--- src/rtl/ps2_host_tx.sv ---
// PS/2 host-to-device byte transmitter: clock inhibit, request-to-send, device-clocked
// data/parity/stop shifting, ACK sampling and inter-edge timeout, via pull-low enables.
module ps2_host_tx #(
  parameter int unsigned INHIBIT_CYCLES = 12000,
  parameter int unsigned TIMEOUT_CYCLES = 2000000
) (
  input  logic       clk,
  input  logic       rst,
  input  logic [7:0] tx_data,
  input  logic       tx_start,
  input  logic       ps2_clk_in,
  input  logic       ps2_data_in,
  output logic       ps2_clk_oe,
  output logic       ps2_data_oe,
  output logic       busy,
  output logic       done,
  output logic       err
);

  localparam int unsigned IW = $clog2(INHIBIT_CYCLES);
  localparam int unsigned TW = $clog2(TIMEOUT_CYCLES + 1);

  typedef enum logic [2:0] {
    S_IDLE,
    S_INHIBIT,
    S_REQ,
    S_SEND,
    S_ACK,
    S_WAIT_IDLE,
    S_DONE
  } state_e;

  state_e        state_q, state_d;
  logic [1:0]    clk_sync_q, data_sync_q;
  logic          clk_prev_q;
  logic [8:0]    frame_q, frame_d;
  logic [3:0]    idx_q, idx_d;
  logic          dbit_q, dbit_d;
  logic          nack_q, nack_d;
  logic [IW-1:0] icnt_q, icnt_d;
  logic [TW-1:0] tcnt_q, tcnt_d;

  logic clk_s, data_s, fall, watched, timeout;

  assign clk_s   = clk_sync_q[1];
  assign data_s  = data_sync_q[1];
  assign fall    = clk_prev_q & ~clk_s;
  assign watched = state_q inside {S_SEND, S_ACK, S_WAIT_IDLE};
  assign timeout = watched && !fall && (tcnt_q == TW'(TIMEOUT_CYCLES - 1));

  always_ff @(posedge clk) begin
    if (rst) begin
      state_q     <= S_IDLE;
      clk_sync_q  <= '1;
      data_sync_q <= '1;
      clk_prev_q  <= 1'b1;
      frame_q     <= '0;
      idx_q       <= '0;
      dbit_q      <= 1'b0;
      nack_q      <= 1'b0;
      icnt_q      <= '0;
      tcnt_q      <= '0;
    end else begin
      state_q     <= state_d;
      clk_sync_q  <= {clk_sync_q[0], ps2_clk_in};
      data_sync_q <= {data_sync_q[0], ps2_data_in};
      clk_prev_q  <= clk_s;
      frame_q     <= frame_d;
      idx_q       <= idx_d;
      dbit_q      <= dbit_d;
      nack_q      <= nack_d;
      icnt_q      <= icnt_d;
      tcnt_q      <= tcnt_d;
    end
  end

  always_comb begin
    state_d = state_q;
    frame_d = frame_q;
    idx_d   = idx_q;
    dbit_d  = dbit_q;
    nack_d  = nack_q;
    icnt_d  = icnt_q;
    tcnt_d  = tcnt_q;
    if (watched) begin
      tcnt_d = fall ? '0 : tcnt_q + TW'(1);
    end
    unique case (state_q)
      // DONE already reports busy=0, so a request there is accepted like in IDLE
      S_IDLE, S_DONE: begin
        state_d = S_IDLE;
        if (tx_start) begin
          frame_d = {~^tx_data, tx_data};
          nack_d  = 1'b0;
          icnt_d  = '0;
          state_d = S_INHIBIT;
        end
      end
      S_INHIBIT: begin
        if (icnt_q == IW'(INHIBIT_CYCLES - 1)) begin
          state_d = S_REQ;
        end else begin
          icnt_d = icnt_q + IW'(1);
        end
      end
      S_REQ: begin
        state_d = S_SEND;
        dbit_d  = 1'b1;
        idx_d   = '0;
        tcnt_d  = '0;
      end
      S_SEND: begin
        if (fall) begin
          if (idx_q == 4'd9) begin
            dbit_d  = 1'b0;
            state_d = S_ACK;
          end else begin
            dbit_d = ~frame_q[idx_q];
            idx_d  = idx_q + 4'd1;
          end
        end
      end
      S_ACK: begin
        if (fall) begin
          nack_d  = data_s;
          state_d = S_WAIT_IDLE;
        end
      end
      S_WAIT_IDLE: begin
        if (clk_s && data_s) begin
          state_d = S_DONE;
        end
      end
      default: state_d = S_IDLE;
    endcase
    if (timeout) begin
      state_d = S_DONE;
      nack_d  = 1'b1;
      dbit_d  = 1'b0;
    end
  end

  always_comb begin
    ps2_clk_oe  = state_q inside {S_INHIBIT, S_REQ};
    ps2_data_oe = (state_q == S_REQ) || ((state_q == S_SEND) && dbit_q);
    busy        = !(state_q inside {S_IDLE, S_DONE});
    done        = (state_q == S_DONE);
    err         = (state_q == S_DONE) && nack_q;
  end

endmodule

--- config.mk ---
export PLATFORM = sky130hd
export DESIGN_NAME = ps2_host_tx
export DESIGN_NICKNAME = d
export VERILOG_FILES = /design/src/rtl/ps2_host_tx.sv
export SDC_FILE = /design/constraint.sdc
export NUM_CORES = 1
export LEC_CHECK = 0
export BUFFER_PORTS_ARGS = -buffer_cell sky130_fd_sc_hd__buf_2
export CELL_PAD_IN_SITES_DETAIL_PLACEMENT = 0
export CELL_PAD_IN_SITES_GLOBAL_PLACEMENT = 1
export CORE_UTILIZATION = 45
export DETAILED_ROUTE_END_ITERATION = 6
export PLACE_DENSITY_LB_ADDON = 0.1
export SYNTH_ARGS = -nofsm -noshare
export SYNTH_HDL_FRONTEND = slang
export SYNTH_SLANG_ARGS = --single-unit
--- constraint.sdc ---
create_clock -name clk -period 2.47 [get_ports clk]
set_clock_uncertainty 0.1 [all_clocks]
set_input_delay 0.1235 -clock clk [delete_from_list [all_inputs] [get_ports clk]]
set_output_delay 0.1235 -clock clk [all_outputs]
set_load 0.02 [all_outputs]
### Word level (Yosys, flattened, before mapping)

Index checks and enable logic that the tools add are counted.

| storage, ports and cells | value |
|---|---|
| register bits | 58 |
| output and inout port bits | 5 |
| input bits | 13 |
| logic and storage cells | 91 |

| operators by class | value |
|---|---|
| muxes and demuxes | 24 |
| add/sub/neg operators | 3 |
| bitwise logic cells | 3 |
| equal/unequal tests | 23 |
| magnitude comparators | 1 |
| reductions and logical operators | 26 |

Operators with widths:

| cell | number |
|---|---|
| $mux 14 | 2 |
| $pmux 14 s2 | 1 |
| $add 21x1->21 const B | 1 |
| $eq 21x21->1 const B | 1 |
| $mux 21 | 1 |
| $mux 3 | 6 |
| $pmux 3 s6 | 1 |
| $add 14x1->14 const B | 1 |
| $eq 14x14->1 const B | 1 |
| $ne 2x2->1 const B | 6 |
| $ne 3x3->1 const B | 4 |
| $reduce_and 5->1 | 2 |
| $eq 3x3->1 const B | 3 |
| $reduce_and 3->1 | 3 |
| $mux 4 | 2 |
| $pmux 4 s2 | 1 |
| $reduce_bool 2->1 | 4 |
| $reduce_xnor 8->1 | 1 |
| $mux 1 | 7 |
| $eq 3x2->1 const B | 2 |
| $ne 3x2->1 const B | 2 |
| $reduce_bool 3->1 | 2 |
| $reduce_or 2->1 | 3 |
| $logic_and 1x1->1 | 5 |
| other kinds (13) | 18 |

### Logic depth before layout (Yosys ltp)

Gate-level depths: netlist of the first run.

| logic depth | value |
|---|---|
| depth in word-level cells | 7 |
| depth in mapped cells | 7 |
| depth with buffers taken out | 7 |

### Worst setup path before layout of the first run

OpenSTA, ideal clock, no wires.

| timing | value |
|---|---|
| path kind | reg2reg |
| from | reg icnt_q[0] |
| to | reg state_q[0] |
| buffers on the path | 0 |
| setup time | 0.116 ns |
| clock period less this slack | 1.929 ns |
| cell stages (with the launch flop) | 7 |
| slack | 0.541 ns |
| required time | 2.254 ns |
| data arrival time | 1.713 ns |
| path through | dfxtp_1 -> ha_1 -> and4_1 -> and4b_1 -> o221ai_1 -> mux2_1 -> and3b_1 |

| on the way | value |
|---|---|
| cells in the longest elaborated chain, start to end | 3 |

Ends and longest elaborated chain:

| item | RTL line | RTL |
|---|---|---|
| start, declared | 40 | `logic [IW-1:0] icnt_q, icnt_d;` |
| start signal, assigned | 72 | `icnt_q <= icnt_d;` |
| $eq 14x14->1 | 100 | `if (icnt_q == IW'(INHIBIT_CYCLES - 1)) begin` |
| $ne 2x2->1 (no line) | - |  |
| $reduce_and 5->1 (no line) | - |  |
| end signal, assigned | 64 | `state_q <= state_d;` |
| end, declared | 33 | `state_e state_q, state_d;` |

Every way passes these cells.
A chain may end at the register's enable or synchronous reset.

### Worst setup path in the final report of the first run

| timing | value |
|---|---|
| from | reg state_q[2] |
| to | reg dbit_q |

| on the way | value |
|---|---|
| cells in the longest elaborated chain, start to end | 5 |
| elaborated cells on any way between the ends | 12 |
| those cells by class | 5 x eq/ne; 1 x mux; 6 x reduce/logical |

Ends and longest elaborated chain:

| item | RTL line | RTL |
|---|---|---|
| $eq 3x2->1 / $eq 3x3->1 (equally long branches) | 48, 88 |  |
| $reduce_bool 3->1 | 48 | `assign watched = state_q inside {S_SEND, S_ACK, S_WAIT_IDLE};` |
| $logic_and 1x1->1 (2 in series) | 49 | `assign timeout = watched && !fall && (tcnt_q == TW'(TIMEOUT_CYCLES - 1));` |
| $reduce_or 2->1 (no line) | - |  |
| end signal, assigned | 70 | `dbit_q <= dbit_d;` |
| end, declared | 38 | `logic dbit_q, dbit_d;` |

Parallel ways exist; a longest one is shown, timed or not.

==> flow_metrics.env, run 1 <==
export IMPL_status="finished clean"
export IMPL_post_cts_resized=0
export IMPL_clock_path_buffers=2
export IMPL_wl_per_cell_um=15.1
export IMPL_setup_violations=0
export IMPL_grt_max_degree=30
export IMPL_drive_gt1_share_pct=13.4
export IMPL_grt_total_usage_pct=22.5
export IMPL_core_area_sq_mm=0.00649
export IMPL_min_path_type="input pin to flop"
export IMPL_critPathBufInv=0
export IMPL_fin_nets=438
export IMPL_report_final_hold_viol_count=0
export IMPL_synth_top_family_by_area="simple AND/OR/NAND/NOR gates"
export IMPL_async_reset_ff_share_pct=0
export IMPL_die_width_um=85.0
export IMPL_powerDensity_mw_per_mm2=815
export IMPL_ys_warn_count=0
export IMPL_ant_nets=0
export IMPL_n_fill_cell=633
export IMPL_viasPerCell=5.85
export IMPL_cp_end_kind="flop"
export IMPL_layout_min_cycle_time_ns=2.23
export IMPL_cts_root_buf="clkbuf_8"
export IMPL_fp_dieH_um=85.0
export IMPL_grt_pass1_wl_um=12900
export IMPL_tightestPinTransition_ns=0.538
export IMPL_drtPass1Iterations=4
export IMPL_synth_simple_area_share_pct=30.6
export IMPL_drt_total_wl_um=7540
export IMPL_path_cells="nor2b_1 > o21ai_1 > nor3_1 > nand4_1 > and4b_1"
export IMPL_synthesis_nets=414
export IMPL_dp_hpwl_um=5230
export IMPL_yosys_top_cells_count="58 x dfxtp_1, 47 x nand2_1, 43 x a21oi_1, 38 x nor2_1, 15 x clkbuf_1"
export IMPL_drv_cap=0
export IMPL_synth_flop_cell="dfxtp_1"
export IMPL_power_leakage_nw=1.21
export IMPL_routabilityCongestion=0.863
export IMPL_synth_edf_count=0
export IMPL_grt_pass1_vias=2722
export IMPL_floorplan_initialDensity_pct=47.7
export IMPL_synth_xor_area_share_pct=3.95
export IMPL_ios=18
export IMPL_hold_buffers=10
export IMPL_cp_slowest_cell="dfxtp_1"
export IMPL_synth_cell_types=56
export IMPL_yosysMostFrequentCell="dfxtp_1"
export IMPL_rows=29
export IMPL_cts_tree="built"
export IMPL_drt_iter0_drc=160
export IMPL_max_freq_mhz=449
export IMPL_vias=2929
export IMPL_path_class="flop to flop"
export IMPL_drc=0
export IMPL_seqCellArea_sq_mm=0.00116
export IMPL_synth_top_area_share_pct=37.4
export IMPL_finalSetupTns_ns=0
export IMPL_synth_mux_area_share_pct=2.50
export IMPL_yosys_area_top_type="dfxtp_1"
export IMPL_syn_area_per_cell_sq_um=7.81
export IMPL_postSynthCellCount=397
export IMPL_clk_pin_slew_ns=0.07
export IMPL_antenna_found_initial=0
export IMPL_cts_sinks=58
export IMPL_cpLargestDelayFamily="simple AND/OR/NAND/NOR gates"
export IMPL_stdcell_area_sq_mm=0.00355
export IMPL_die_area_sq_mm=0.00723
export IMPL_cp_slowest_stage_delay_ns=0.53
export IMPL_ys_seq_elements=58
export IMPL_synth_fa_ha_area_share_pct=1.61
export IMPL_antenna_cells=0
export IMPL_yosys_top_cells_area="dfxtp_1 37%, a21oi_1 6.9%, nand2_1 5.7%, nor2_1 4.6%, xnor2_1 3.7%"
export IMPL_synth_compound_area_share_pct=19.0
export IMPL_vdd_ir_drop_max_mv=0.464
export IMPL_ys_seq_area_share_pct=37.4
export IMPL_gr_total_overflow=0
export IMPL_cp_arrival_ns=2.36
export IMPL_slew_viol_final=0
export IMPL_crit_path_start_kind="flop"
export IMPL_portBuffers=17
export IMPL_insertion_delay_ns=0.34
export IMPL_cts_htree_levels=3
export IMPL_numCtsBuffers=9
export IMPL_multi_input_area_sq_mm=0.00179
export IMPL_rsz0062_at_grt="no"
export IMPL_area_growth_synth_to_final_pct=14.5
export IMPL_critPathMaxFanout=12
export IMPL_synth_area_sq_mm=0.00310
export IMPL_post_cts_buffers=0
export IMPL_slew_headroom_pct=63.9
export IMPL_min_period_over_period_pct=90.3
export IMPL_crit_required_ns=2.60
export IMPL_postPlaceCellArea_sq_mm=0.00326
stage by stage:
| step | cells | setup WS [ns] | total power [mW] | hold WS, ns | util, % |
|---|---|---|---|---|---|
| floorplan | 397 | 0.541 | 1.74 | 0.127 | - |
| global placement | 477 | 0.362 | 2.01 | 0.208 | 50.2 |
| detailed placement | 477 | 0.314 | 2.02 | 0.208 | 50.2 |
| CTS | 501 | 0.281 | 2.91 | 0.142 | 54.7 |
| global route | 501 | 0.112 | 3.07 | 0.146 | 54.7 |
| finish | 501 | 0.240 | 2.89 | 0.146 | 54.7 |
sequential cells by signal, summed over array words and instances (netlist names):
signal	flops
tcnt_q	21
icnt_q	14
frame_q	9
idx_q	4
state_q	3
clk_sync_q	2
data_sync_q	2
clk_prev_q	1
dbit_q	1
nack_q	1
layout make-up:
class | count | area share (%)
Multi-Input combinational cell | 303 | 50.4
Sequential cell | 58 | 32.7
Timing Repair Buffer | 39 | 7.75
Clock buffer | 11 | 4.26
Tap cell | 77 | 2.71
Clock inverter | 3 | 1.13
Inverter | 10 | 1.06
worst register-to-register path, cell delays in order (launching register included):
cell and delay (ns):
dfxtp_1 0.53, nor2b_1 0.30, o21ai_1 0.25, nor3_1 0.31, nand4_1 0.33, and4b_1 0.30
kinds of logic after synthesis:
logic type,count (synthesis)
DFF,58
AOI/OAI and AO/OA,98
xor gates and xnor gates,14
muxes,5
adders and majority gates,4
and+or+nand+nor,182
buffers and inverters,36
power breakdown:
| part | leakage (nW) | internal (mW) | switching (mW) |
|---|---|---|---|
| Clock | 0.101 | 0.506 | 0.373 |
| Combinational | 0.634 | 0.325 | 0.586 |
| Sequential | 0.470 | 1.01 | 0.0899 |
final timing paths:
| kind | from | end | slack [ns] | cells after the start |
|---|---|---|---|---|
| setup / recovery | state_q[2]$_SDFFE_PP0P_ | dbit_q$_SDFFE_PP0P_ | 0.24 | 5 |
| hold / removal | rst | icnt_q[0]$_SDFFE_PP0P_ | 0.15 | 2 |
| setup reg to reg | state_q[2]$_SDFFE_PP0P_ | dbit_q$_SDFFE_PP0P_ | 0.24 | 5 |
| hold reg to reg | clk_sync_q[0]$_SDFF_PP1_ | clk_sync_q[1]$_SDFF_PP1_ | 0.31 | 1 |
layer usage:
layer | global-route usage (%) | part of all wire, % | vias up
met5 | 0 | 0 | -
met4 | 8.32 | 1.5 | 0
met3 | 6.23 | 5.1 | 11
met2 | 36.7 | 46 | 70
met1 | 28.4 | 47 | 1376
li1 | - | - | 1472
cells in the final DEF, fill, tap and decap left out, types with 10 or more instances in the layout:
master	n
buf_2	17
o21ai_0	12
o21ai_1	10
a21oi_1	43
dlygate4sd3_1	10
buf_4	12
clkbuf_8	11
inv_1	10
nor2_1	38
nand4_1	12
dfxtp_1	58
xnor2_1	13
nand2_1	47
nand3_1	14
Note: power is estimated with default switching activity, not from simulation.
==> run 2: changes to the inputs <==
ABC_AREA = 1   (was not set)
CORE_UTILIZATION = 43   (was 45)
==> flow_metrics.env, run 2 <==
export IMPL_status="finished clean"
export IMPL_powerDensity_mw_per_mm2=908
export IMPL_ant_nets=0
export IMPL_gr_total_overflow=0
export IMPL_post_cts_buffers=0
export IMPL_crit_path_start_kind="flop"
export IMPL_numCtsBuffers=9
export IMPL_cts_tree="built"
export IMPL_internal_power_mw=2.18
export IMPL_dp_cells=659
export IMPL_synth_simple_area_share_pct=40.1
export IMPL_setup_violations=0
export IMPL_final_common_cell="nand2_1"
export IMPL_routabilityCongestion=0.858
export IMPL_crit_top_cell="nand2_1"
export IMPL_synth_compound_area_share_pct=12.3
export IMPL_synthesis_nets=565
export IMPL_drtPass1Iterations=4
export IMPL_synth_mux_area_share_pct=0
export IMPL_pwr_share_comb_pct=36.9
export IMPL_rows=32
export IMPL_path_class="flop to flop"
export IMPL_yosysMostFrequentCell="nand2_1"
export IMPL_fin_nets=595
export IMPL_rsz0062_at_grt="no"
export IMPL_synth_xor_area_share_pct=3.02
export IMPL_drv_cap=0
export IMPL_post_cts_resized=0
export IMPL_clock_power_share_pct=30.9
export IMPL_drive_gt1_share_pct=11.3
export IMPL_fin_ws_ns=0.585
export IMPL_cp_end_kind="flop"
export IMPL_max_freq_mhz=530
export IMPL_top_regs="tcnt_q (21), icnt_q (14), frame_q (9)"
export IMPL_yosys_top_cells_area="dfxtp_1 33%, nand2_1 17%, nor2_1 8.9%, inv_1 6.6%, nand3_1 6.0%"
export IMPL_largest_reg_flops=21
export IMPL_layout_min_cycle_time_ns=1.89
export IMPL_stdcell_area_sq_mm=0.00399
export IMPL_cp_arrival_ns=2.02
export IMPL_die_width_um=92.0
export IMPL_core_area_sq_mm=0.00777
export IMPL_dp_slack_ns=0.613
export IMPL_synth_flop_cell="dfxtp_1"
export IMPL_min_period_over_period_pct=76.3
export IMPL_synth_top_area_share_pct=33.3
export IMPL_dp_hpwl_um=6090
export IMPL_synth_area_sq_mm=0.00348
export IMPL_synth_top_family_by_area="simple AND/OR/NAND/NOR gates"
export IMPL_cpLargestDelayFamily="simple AND/OR/NAND/NOR gates"
export IMPL_finalSetupTns_ns=0
export IMPL_clk_pin_slew_ns=0.07
export IMPL_vias=3485
export IMPL_total_power_mw=3.62
export IMPL_tightestPinTransition_ns=0.445
export IMPL_floorplan_initialDensity_pct=44.8
export IMPL_postSynthCellCount=548
export IMPL_ys_warn_count=0
export IMPL_area_growth_synth_to_final_pct=14.6
export IMPL_p_sw_share_pct=39.8
export IMPL_ys_seq_elements=58
export IMPL_yosys_area_top_type="dfxtp_1"
export IMPL_crit_required_ns=2.61
export IMPL_synth_edf_count=0
export IMPL_switching_power_mw=1.44
export IMPL_path_cells="ha_1 > nand3_1 > inv_2 > nand2_1 > nor2_2 > nand2_1 > nand2_1 > o21ai_0 > o21ai_1 > inv_1"
export IMPL_critPathMaxFanout=5
export IMPL_viasPerCell=5.09
export IMPL_final_cell_mix="157 x nand2_1, 83 x nor2_1, 61 x inv_1, 58 x dfxtp_1, 42 x nand3_1"
export IMPL_wl_per_cell_um=12.2
export IMPL_drt_iter0_drc=198
export IMPL_timing_hold_ws_ns=0.101
export IMPL_cts_htree_levels=3
export IMPL_portBuffers=17
export IMPL_async_reset_ff_share_pct=0
export IMPL_insertion_delay_ns=0.34
export IMPL_power_leakage_nw=1.63
export IMPL_grt_total_usage_pct=21.8
export IMPL_cp_slowest_cell="dfxtp_1"
export IMPL_seqPwrFrac_pct=32.2
export IMPL_fp_dieH_um=92.0
export IMPL_grt_max_degree=23
export IMPL_slew_viol_final=0
export IMPL_cp_slowest_stage_delay_ns=0.39
export IMPL_critPathBufInv=2
export IMPL_synth_fa_ha_area_share_pct=1.44
export IMPL_cts_root_buf="clkbuf_8"
export IMPL_grt_pass1_vias=3224
export IMPL_slew_headroom_pct=70.3
export IMPL_syn_area_per_cell_sq_um=6.35
export IMPL_min_path_type="input pin to flop"
export IMPL_ios=18
export IMPL_synth_cell_types=38
export IMPL_hold_buffers=10
export IMPL_antenna_cells=0
export IMPL_postLayoutCoreUtil_pct=51.4
export IMPL_drc=0
export IMPL_report_final_hold_viol_count=0
export IMPL_die_area_sq_mm=0.00846
export IMPL_cts_sinks=58
export IMPL_vdd_ir_drop_max_mv=0.509
export IMPL_grt_pass1_wl_um=14700
export IMPL_regMostFlops="tcnt_q"
export IMPL_clock_path_buffers=2
export IMPL_postPlaceCellArea_sq_mm=0.00364
export IMPL_yosys_top_cells_count="157 x nand2_1, 83 x nor2_1, 61 x inv_1, 58 x dfxtp_1, 42 x nand3_1"
export IMPL_layout_cells_non_filler=685
export IMPL_ys_seq_area_share_pct=33.3
export IMPL_drt_total_wl_um=8390
export IMPL_antenna_found_initial=0
-- run 2: changes by cell type after synthesis, sizes merged, moves of 8 or more --
| cell | previous run | this run |
|---|---|---|
| clkbuf | 15 | 3 |
| inv | 10 | 68 |
| nand3 | 15 | 47 |
| or3 | 9 | 0 |
| xnor2 | 13 | 5 |
| nand2 | 48 | 162 |
| nor2 | 38 | 87 |
-- run 2: kinds of logic after synthesis --
logic type               count (synthesis)
XOR/XNOR                                12
AND/OR/NAND/NOR                        316
flip-flops                              58
AO/OA/AOI/OAI                           78
adder cells (fa/ha/maj)                  4
buffers and inverters                   80
-- run 2: layout make-up --
cell class / count / area (sq um)
clock inverter: 5 / 100
fill: 814 / 3780
sequential: 58 / 1160
inverter: 69 / 265
tap: 102 / 128
timing repair buffer: 30 / 208
clock buffer: 11 / 151
multi-input combinational: 410 / 1980
-- run 2: metal layers --
metal / wire (um) / GRT usage, % / vias to the layer above
met5: 0 / 0 / -
li1: - / - / 1809
met3: 326 / 3.23 / 13
met1: 4130 / 29.1 / 1589
met4: 153 / 8.98 / 0
met2: 3780 / 34.9 / 74
-- run 2: final timing paths --
check	start	endpoint	slack [ns]	cells after the start
worst min-delay path	rst	icnt_q[1]$_SDFFE_PP0P_	0.10	2
worst max register to register	tcnt_q[0]$_SDFFE_PP0P_	tcnt_q[12]$_SDFFE_PP0P_	0.58	10
worst max-delay path	tcnt_q[0]$_SDFFE_PP0P_	tcnt_q[12]$_SDFFE_PP0P_	0.58	10
worst min register to register	clk_sync_q[0]$_SDFF_PP1_	clk_sync_q[1]$_SDFF_PP1_	0.31	1
-- run 2: worst register-to-register path, cell delays in order (launching register included) --
cell	delay, ns
dfxtp_1	0.39
ha_1	0.20
nand3_1	0.18
inv_2	0.14
nand2_1	0.10
nor2_2	0.22
nand2_1	0.10
nand2_1	0.10
o21ai_0	0.08
o21ai_1	0.12
inv_1	0.04
-- run 2: power groups by stage --
stage	Sequential [mW]	Clock, mW	Combinational, mW
after floorplan	1.16	0	1.12
after global placement	1.18	0	1.34
after detailed placement	1.19	0	1.34
after CTS	1.16	1.15	1.36
after global routing	1.18	1.18	1.52
final	1.17	1.12	1.34
